`config.mk`:
```
export PLATFORM = sky130hd
export DESIGN_NAME = alu_arbiter_flat
export DESIGN_NICKNAME = d
export VERILOG_FILES = /design/src/rtl/alu_arbiter_if.sv /design/src/rtl/alu_arbiter.sv /design/src/flat_wrapper.sv
export SDC_FILE = /design/constraint.sdc
export NUM_CORES = 1
export LEC_CHECK = 0
export CAP_MARGIN = 20
export CORE_UTILIZATION = 39
export DETAILED_ROUTE_END_ITERATION = 12
export GPL_TIMING_DRIVEN = 0
export PLACE_DENSITY = 0.8
export SLEW_MARGIN = 20
export SYNTH_ARGS = -nofsm -noshare
export SYNTH_HDL_FRONTEND = slang
export SYNTH_SLANG_ARGS = --single-unit
```
`constraint.sdc`:
```
create_clock -name clk -period 2 [get_ports clk]
set_input_delay 0.2 -clock clk [delete_from_list [all_inputs] [get_ports clk]]
set_output_delay 0.2 -clock clk [all_outputs]
set_load 0.02 [all_outputs]
```
`src/rtl/alu_arbiter_if.sv`:
```
// Bundles the two requester channels, the shared-ALU side and the response channel of alu_arbiter.
// rsp_err is present only when ALU_OPCHECK_EN is defined.
interface alu_arbiter_if #(
   parameter int WIDTH = 8
);
   logic             req0_valid;
   logic             req1_valid;
   logic [2:0]       req0_op;
   logic [2:0]       req1_op;
   logic [WIDTH-1:0] req0_a;
   logic [WIDTH-1:0] req0_b;
   logic [WIDTH-1:0] req1_a;
   logic [WIDTH-1:0] req1_b;
   logic             req0_ready;
   logic             req1_ready;

   logic [2:0]       alu_op;
   logic [WIDTH-1:0] alu_a;
   logic [WIDTH-1:0] alu_b;
   logic [WIDTH-1:0] alu_r;
   logic             alu_zero;

   logic             rsp0_valid;
   logic             rsp1_valid;
   logic             rsp0_ready;
   logic             rsp1_ready;
   logic [WIDTH-1:0] rsp_r;
   logic             rsp_zero;
`ifdef ALU_OPCHECK_EN
   logic             rsp_err;
`endif

   // Requesters plus the shared ALU, seen from outside the arbiter.
   modport master (
      output req0_valid, req1_valid, req0_op, req1_op,
      output req0_a, req0_b, req1_a, req1_b,
      input  req0_ready, req1_ready,
      input  alu_op, alu_a, alu_b,
      output alu_r, alu_zero,
      input  rsp0_valid, rsp1_valid,
      output rsp0_ready, rsp1_ready,
      input  rsp_r, rsp_zero
`ifdef ALU_OPCHECK_EN
      , input rsp_err
`endif
   );

   modport slave (
      input  req0_valid, req1_valid, req0_op, req1_op,
      input  req0_a, req0_b, req1_a, req1_b,
      output req0_ready, req1_ready,
      output alu_op, alu_a, alu_b,
      input  alu_r, alu_zero,
      output rsp0_valid, rsp1_valid,
      input  rsp0_ready, rsp1_ready,
      output rsp_r, rsp_zero
`ifdef ALU_OPCHECK_EN
      , output rsp_err
`endif
   );
endinterface

```
`src/rtl/alu_arbiter.sv`:
```
// Round-robin arbiter sharing one alu_8b between two requesters (IDLE -> EXEC -> RESP).
// Optional ALU_OPCHECK_EN: illegal opcodes bypass EXEC and answer with rsp_err=1.
module alu_arbiter #(
   parameter int WIDTH = 8
) (
   input logic          clk,
   input logic          rst,
   alu_arbiter_if.slave bus
);
   typedef enum logic [1:0] {
      IDLE = 2'd0,
      EXEC = 2'd1,
      RESP = 2'd2
   } state_t;

   state_t           state;
   state_t           state_next;
   logic             last_grant;
   logic             rr_armed;
   logic             owner;
   logic [2:0]       lat_op;
   logic [WIDTH-1:0] lat_a;
   logic [WIDTH-1:0] lat_b;
   logic             accept;
   logic             grant;
   logic             release_rsp;
   logic [2:0]       sel_op;
   logic [WIDTH-1:0] sel_a;
   logic [WIDTH-1:0] sel_b;

   // Until the first response completes there is no history, so requester 0 wins a tie.
   assign grant = (bus.req0_valid && bus.req1_valid) ? (rr_armed & ~last_grant)
                                                     : bus.req1_valid;

   always_comb begin
      sel_op = bus.req0_op;
      sel_a  = bus.req0_a;
      sel_b  = bus.req0_b;
      if (grant) begin
         sel_op = bus.req1_op;
         sel_a  = bus.req1_a;
         sel_b  = bus.req1_b;
      end
   end

`ifdef ALU_OPCHECK_EN
   logic sel_illegal;
   assign sel_illegal = (sel_op == 3'b100) || (sel_op == 3'b110) || (sel_op == 3'b111);
`endif

   always_ff @(posedge clk) begin
      if (rst) begin
         state <= IDLE;
      end else begin
         state <= state_next;
      end
   end

   always_comb begin
      state_next  = state;
      accept      = 1'b0;
      release_rsp = 1'b0;
      case (state)
         IDLE: begin
            if (!rst && (bus.req0_valid || bus.req1_valid)) begin
               accept = 1'b1;
`ifdef ALU_OPCHECK_EN
               state_next = sel_illegal ? RESP : EXEC;
`else
               state_next = EXEC;
`endif
            end
         end
         EXEC: state_next = RESP;
         RESP: begin
            // Only the owner's rsp_ready can complete the response.
            release_rsp = owner ? bus.rsp1_ready : bus.rsp0_ready;
            if (release_rsp) begin
               state_next = IDLE;
            end
         end
         default: state_next = IDLE;
      endcase
   end

   always_comb begin
      bus.req0_ready = accept & ~grant;
      bus.req1_ready = accept & grant;
      bus.rsp0_valid = (state == RESP) & ~owner;
      bus.rsp1_valid = (state == RESP) & owner;
      bus.alu_op     = 3'b000;
      bus.alu_a      = '0;
      bus.alu_b      = '0;
      if (state == EXEC) begin
         bus.alu_op = lat_op;
         bus.alu_a  = lat_a;
         bus.alu_b  = lat_b;
      end
   end

   always_ff @(posedge clk) begin
      if (rst) begin
         owner        <= 1'b0;
         last_grant   <= 1'b0;
         rr_armed     <= 1'b0;
         lat_op       <= 3'b000;
         lat_a        <= '0;
         lat_b        <= '0;
         bus.rsp_r    <= '0;
         bus.rsp_zero <= 1'b0;
`ifdef ALU_OPCHECK_EN
         bus.rsp_err  <= 1'b0;
`endif
      end else begin
         if (accept) begin
            owner  <= grant;
            lat_op <= sel_op;
            lat_a  <= sel_a;
            lat_b  <= sel_b;
`ifdef ALU_OPCHECK_EN
            bus.rsp_err <= sel_illegal;
            if (sel_illegal) begin
               bus.rsp_r    <= '0;
               bus.rsp_zero <= 1'b0;
            end
`endif
         end
         if (state == EXEC) begin
            bus.rsp_r    <= bus.alu_r;
            bus.rsp_zero <= bus.alu_zero;
         end
         if (release_rsp) begin
            last_grant <= owner;
            rr_armed   <= 1'b1;
         end
      end
   end
endmodule

```
`src/flat_wrapper.sv`:
```
// flat-port wrapper written by rule: the top's interface ports become plain ports
module alu_arbiter_flat 
#(
   parameter int WIDTH = 8
)
  (clk, rst, bus_req0_valid, bus_req1_valid, bus_req0_op, bus_req1_op, bus_req0_a, bus_req0_b, bus_req1_a, bus_req1_b, bus_req0_ready, bus_req1_ready, bus_alu_op, bus_alu_a, bus_alu_b, bus_alu_r, bus_alu_zero, bus_rsp0_valid, bus_rsp1_valid, bus_rsp0_ready, bus_rsp1_ready, bus_rsp_r, bus_rsp_zero);
  alu_arbiter_if #(.WIDTH(WIDTH)) bus_i ();
  input logic clk;
  input logic rst;
  input wire logic [$bits(bus_i.req0_valid)-1:0] bus_req0_valid;
  input wire logic [$bits(bus_i.req1_valid)-1:0] bus_req1_valid;
  input wire logic [$bits(bus_i.req0_op)-1:0] bus_req0_op;
  input wire logic [$bits(bus_i.req1_op)-1:0] bus_req1_op;
  input wire logic [$bits(bus_i.req0_a)-1:0] bus_req0_a;
  input wire logic [$bits(bus_i.req0_b)-1:0] bus_req0_b;
  input wire logic [$bits(bus_i.req1_a)-1:0] bus_req1_a;
  input wire logic [$bits(bus_i.req1_b)-1:0] bus_req1_b;
  output wire logic [$bits(bus_i.req0_ready)-1:0] bus_req0_ready;
  output wire logic [$bits(bus_i.req1_ready)-1:0] bus_req1_ready;
  output wire logic [$bits(bus_i.alu_op)-1:0] bus_alu_op;
  output wire logic [$bits(bus_i.alu_a)-1:0] bus_alu_a;
  output wire logic [$bits(bus_i.alu_b)-1:0] bus_alu_b;
  input wire logic [$bits(bus_i.alu_r)-1:0] bus_alu_r;
  input wire logic [$bits(bus_i.alu_zero)-1:0] bus_alu_zero;
  output wire logic [$bits(bus_i.rsp0_valid)-1:0] bus_rsp0_valid;
  output wire logic [$bits(bus_i.rsp1_valid)-1:0] bus_rsp1_valid;
  input wire logic [$bits(bus_i.rsp0_ready)-1:0] bus_rsp0_ready;
  input wire logic [$bits(bus_i.rsp1_ready)-1:0] bus_rsp1_ready;
  output wire logic [$bits(bus_i.rsp_r)-1:0] bus_rsp_r;
  output wire logic [$bits(bus_i.rsp_zero)-1:0] bus_rsp_zero;
  assign bus_i.req0_valid = bus_req0_valid;
  assign bus_i.req1_valid = bus_req1_valid;
  assign bus_i.req0_op = bus_req0_op;
  assign bus_i.req1_op = bus_req1_op;
  assign bus_i.req0_a = bus_req0_a;
  assign bus_i.req0_b = bus_req0_b;
  assign bus_i.req1_a = bus_req1_a;
  assign bus_i.req1_b = bus_req1_b;
  assign bus_req0_ready = bus_i.req0_ready;
  assign bus_req1_ready = bus_i.req1_ready;
  assign bus_alu_op = bus_i.alu_op;
  assign bus_alu_a = bus_i.alu_a;
  assign bus_alu_b = bus_i.alu_b;
  assign bus_i.alu_r = bus_alu_r;
  assign bus_i.alu_zero = bus_alu_zero;
  assign bus_rsp0_valid = bus_i.rsp0_valid;
  assign bus_rsp1_valid = bus_i.rsp1_valid;
  assign bus_i.rsp0_ready = bus_rsp0_ready;
  assign bus_i.rsp1_ready = bus_rsp1_ready;
  assign bus_rsp_r = bus_i.rsp_r;
  assign bus_rsp_zero = bus_i.rsp_zero;
  alu_arbiter #(.WIDTH(WIDTH)) u_core (.clk(clk), .rst(rst), .bus(bus_i));
endmodule
```
==> impl_results.md <==
* Clk slew on worst S/H paths at around 0.07 ns
* GPL Wtd Cong at ~0.8
* Via count at around 1.6k
* Synth Flop Type: dfxtp_1
* Max Freq at slightly above 500 MHz
* Sequential fraction of the synthesis area at 0.416
* Switching power at between 400 and 500 uW
* Post-Route Setup TNS at 0 ns
* Horiz. Die Dim at ~66 um
* Htree depth at 2
* CTS Buf Count at 5
* FF-to-FF path depth at 5
* Sink Count at 33
* Worst path arrival time at about 1.7 ns
* Max incr delay on CP at 0.38 ns
* CP top delay family: buffers and inverters
* Syn Area/Cell at around 8 um^2
* Nets@finish at 340
* RR Startpoint: u_core.rr_armed
* Setup Crit Path Kind: reg -> out
* WP data required at between 1.5 and 2 ns
* DRC at 0
* FF+latch count, synth at 33
* Fin crit share at 0.963
* Vias in the first global route at roughly 1.5k
* Sw Share at 0.284
* Share of layout cells above drive strength 1 at 0.167
* Core area at 3770 um^2
* Clock period minus worst slack at approximately 1.9 ns
* Comb pwr share at 0.258
* Final Slew Violations at 0
* Synth top area share at 0.416
* TritonCTS clock tree: done
* Maximum VDD drop at 0.489 mV
* Top cells by area, synth: dfxtp_1, a211oi_2, a21oi_1, nand2_1, and2_1
* Worst-Skew Late Latency at 0.28 ns
* Power per cell area at 683 nW/um^2
* Met3 wire length at about 270 um
* Reg2reg setup slack at 0.37 ns
* Int Power at 1250 uW
* Buffers & Inverters on Critical Path at 3
* Worst-margin pin slew at 0.765 ns
* First-pass GRT wire length at about 7000 um
* Congestion Overflow GR at 0
* Hold depth at 2
* Hold buffers post-CTS at 0
* Final setup violating endpoints at 0
* Tot GR Track Use at 0.220
* Leading area contributor after synthesis: dfxtp_1
* Min Hold Slack at roughly 0.17 ns
* Final Hold Vio Count at 0
* Wire per inst at between 10 and 15 um
* Slew HR at 0.490
* Total wire length at approximately 4400 um
* Post-Route M1 WL at between 1500 and 2000 um
* FP Rows at 22
* Slowest-stage cell, CP: dfxtp_1
* Clock Tree Buf Depth at 2
* RSZ-0062 raised after global routing: true
* Most numerous cell in the Yosys netlist: nand2_1
* Die area at approximately 4300 um^2
* Worst hold path class: in -> reg
* Top cell by count, worst path: clkbuf_4
* Post-route ant nets at 0
* Asr flop ratio synth at 0
* Static leakage at about 0.0011 uW
* Num ports at 85
* # fillers at about 340
* Top Metal Used: met4
* Hold Path Sink: u_core.lat_a[7]
* Worst hold path startpoint: rst
* Status: complete, no violations
* Mapped Area at 1590 um^2
* Distinct cells, synth at 20
* Critical-path cell list: nor2b_1 > clkbuf_4 > clkbuf_4 > and2_1 > clkdlybuf4s15_1
* Max-cap viol count at 0
* Met2 routed WL at 2020 um
* Final Core Density at 0.677
* CP Capture Type: output pin
* Clock Skews at ~0.0022 ns
* First drt pass iteration count at 4
* HPWL Detailed at 3180 um
* Initial Util at 0.421
* Initial detailed-routing violation count at 73
* FF-to-FF End: u_core.lat_b[0]
* YS warnings at 0
* Initial antenna violation count at 0
* Flop pwr share at 0.423
* Power share of the clock group at 0.320
* Crit Path Max Fanout at 10
* Root buf cell: clkbuf_8
* Vias per inst at ~4.8
* N_diodes at 0
* EDFF count, synth at 0
* Crit start category: flop
* Largest net degree at the start of global routing at 11
* Synthesis-to-layout area growth at 60.7%
* Synth top cells by count: nand2_1, dfxtp_1, a21oi_1, nor2_1, and2_1
* Syn Inst Count at roughly 200
* Synthesized Nets at between 200 and 300
* I/O Buffers at 83
* Setup bufs post-CTS at 0
* Die H at between 60 and 70 um
## layout by cell type, fill, tap and decap left out, types with 2 or more instances in the layout
master           netlist  layout
clkbuf_8               0       7
a211oi_2              18      18
clkbuf_4               0       3
clkbuf_2               0       8
nor2_1                25      25
inv_1                  2       2
and2_1                20      20
clkdlybuf4s15_1        0       3
clkdlybuf4s50_1        0      61
a21oi_1               30      30
dfxtp_1               33      33
nor2b_1                5       4
dlymetal6s2s_1         0       2
buf_2                  3       3
buf_6                  2       2
dlygate4sd2_1          0       8
clkbuf_1              10       6
buf_4                  0       2
nand2_1               40      40
## power groups by stage
stage	clock network (uW)	logic [uW]	registers (uW)
after floorplan	0	236	762
after global placement	0	452	750
after detailed placement	0	455	752
after CTS	564	453	737
after global routing	596	494	744
final	558	450	737
## flip-flops by register name, summed over array words and instances, names as in the netlist
signal,flops
u_core.lat_a,8
u_core.rr_armed,1
u_core.lat_b,8
u_core.lat_op,3
u_core.state,2
u_core.last_grant,1
u_core.owner,1
u_core.bus.rsp_zero,1
u_core.bus.rsp_r,8
## layer usage
metal | up-vias | GRT usage
met2 | 47 | 0.357
li1 | 834 | -
met4 | 0 | 0.0978
met5 | - | 0
met1 | 723 | 0.260
met3 | 7 | 0.0724
## area by class of cell
type,count,area (um^2),share of cell area
Inverter,3,13.8,0.00539
Clock buffer,7,96.3,0.0377
Timing Repair Buffer,83,783,0.307
Clock inverter,1,5.00,0.00196
Sequential cell,33,661,0.259
Multi-Input combinational cell,146,845,0.331
Buffer,15,90.1,0.0353
Tap cell,48,60.1,0.0235
## worst max-delay path by stage
| stage | from | end | slack, ns | depth (start not counted) |
|---|---|---|---|---|
| floorplan | u_core.state[1] | bus_req0_ready | 0.48 | 3 |
| global placement | bus_req1_valid | bus_req1_ready | -0.44 | 8 |
| detailed placement | bus_req1_valid | bus_req1_ready | -0.43 | 8 |
| CTS | u_core.state[0] | bus_alu_a[0] | 0.003 | 4 |
| global route | u_core.state[0] | bus_alu_b[5] | -0.01 | 5 |
| finish | u_core.state[0] | bus_alu_op[0] | 0.07 | 5 |
## cells by family after synthesis
logic type	share of synthesized area
compound gates	0.261
simple gates	0.263
buf+inv	0.0543
flops	0.416
mux	0.00630
## metrics by stage
step	area [um^2]	instances	setup slack [ns]	total power [uW]
after detailed placement	2480	328	-0.434	1210
after global routing	2550	336	-0.0142	1830
after floorplan	1590	197	0.482	998
after CTS	2570	336	0.00346	1750
final	2550	336	0.0733	1750
after global placement	2480	328	-0.436	1200
## repair_timing
action | 4_1_cts | 5_1_grt
setup endpoints to repair | 21 | 15
pin swaps | 0 | 0
gates resized for setup | 32 | 25
(Power assumes the default switching activity.)
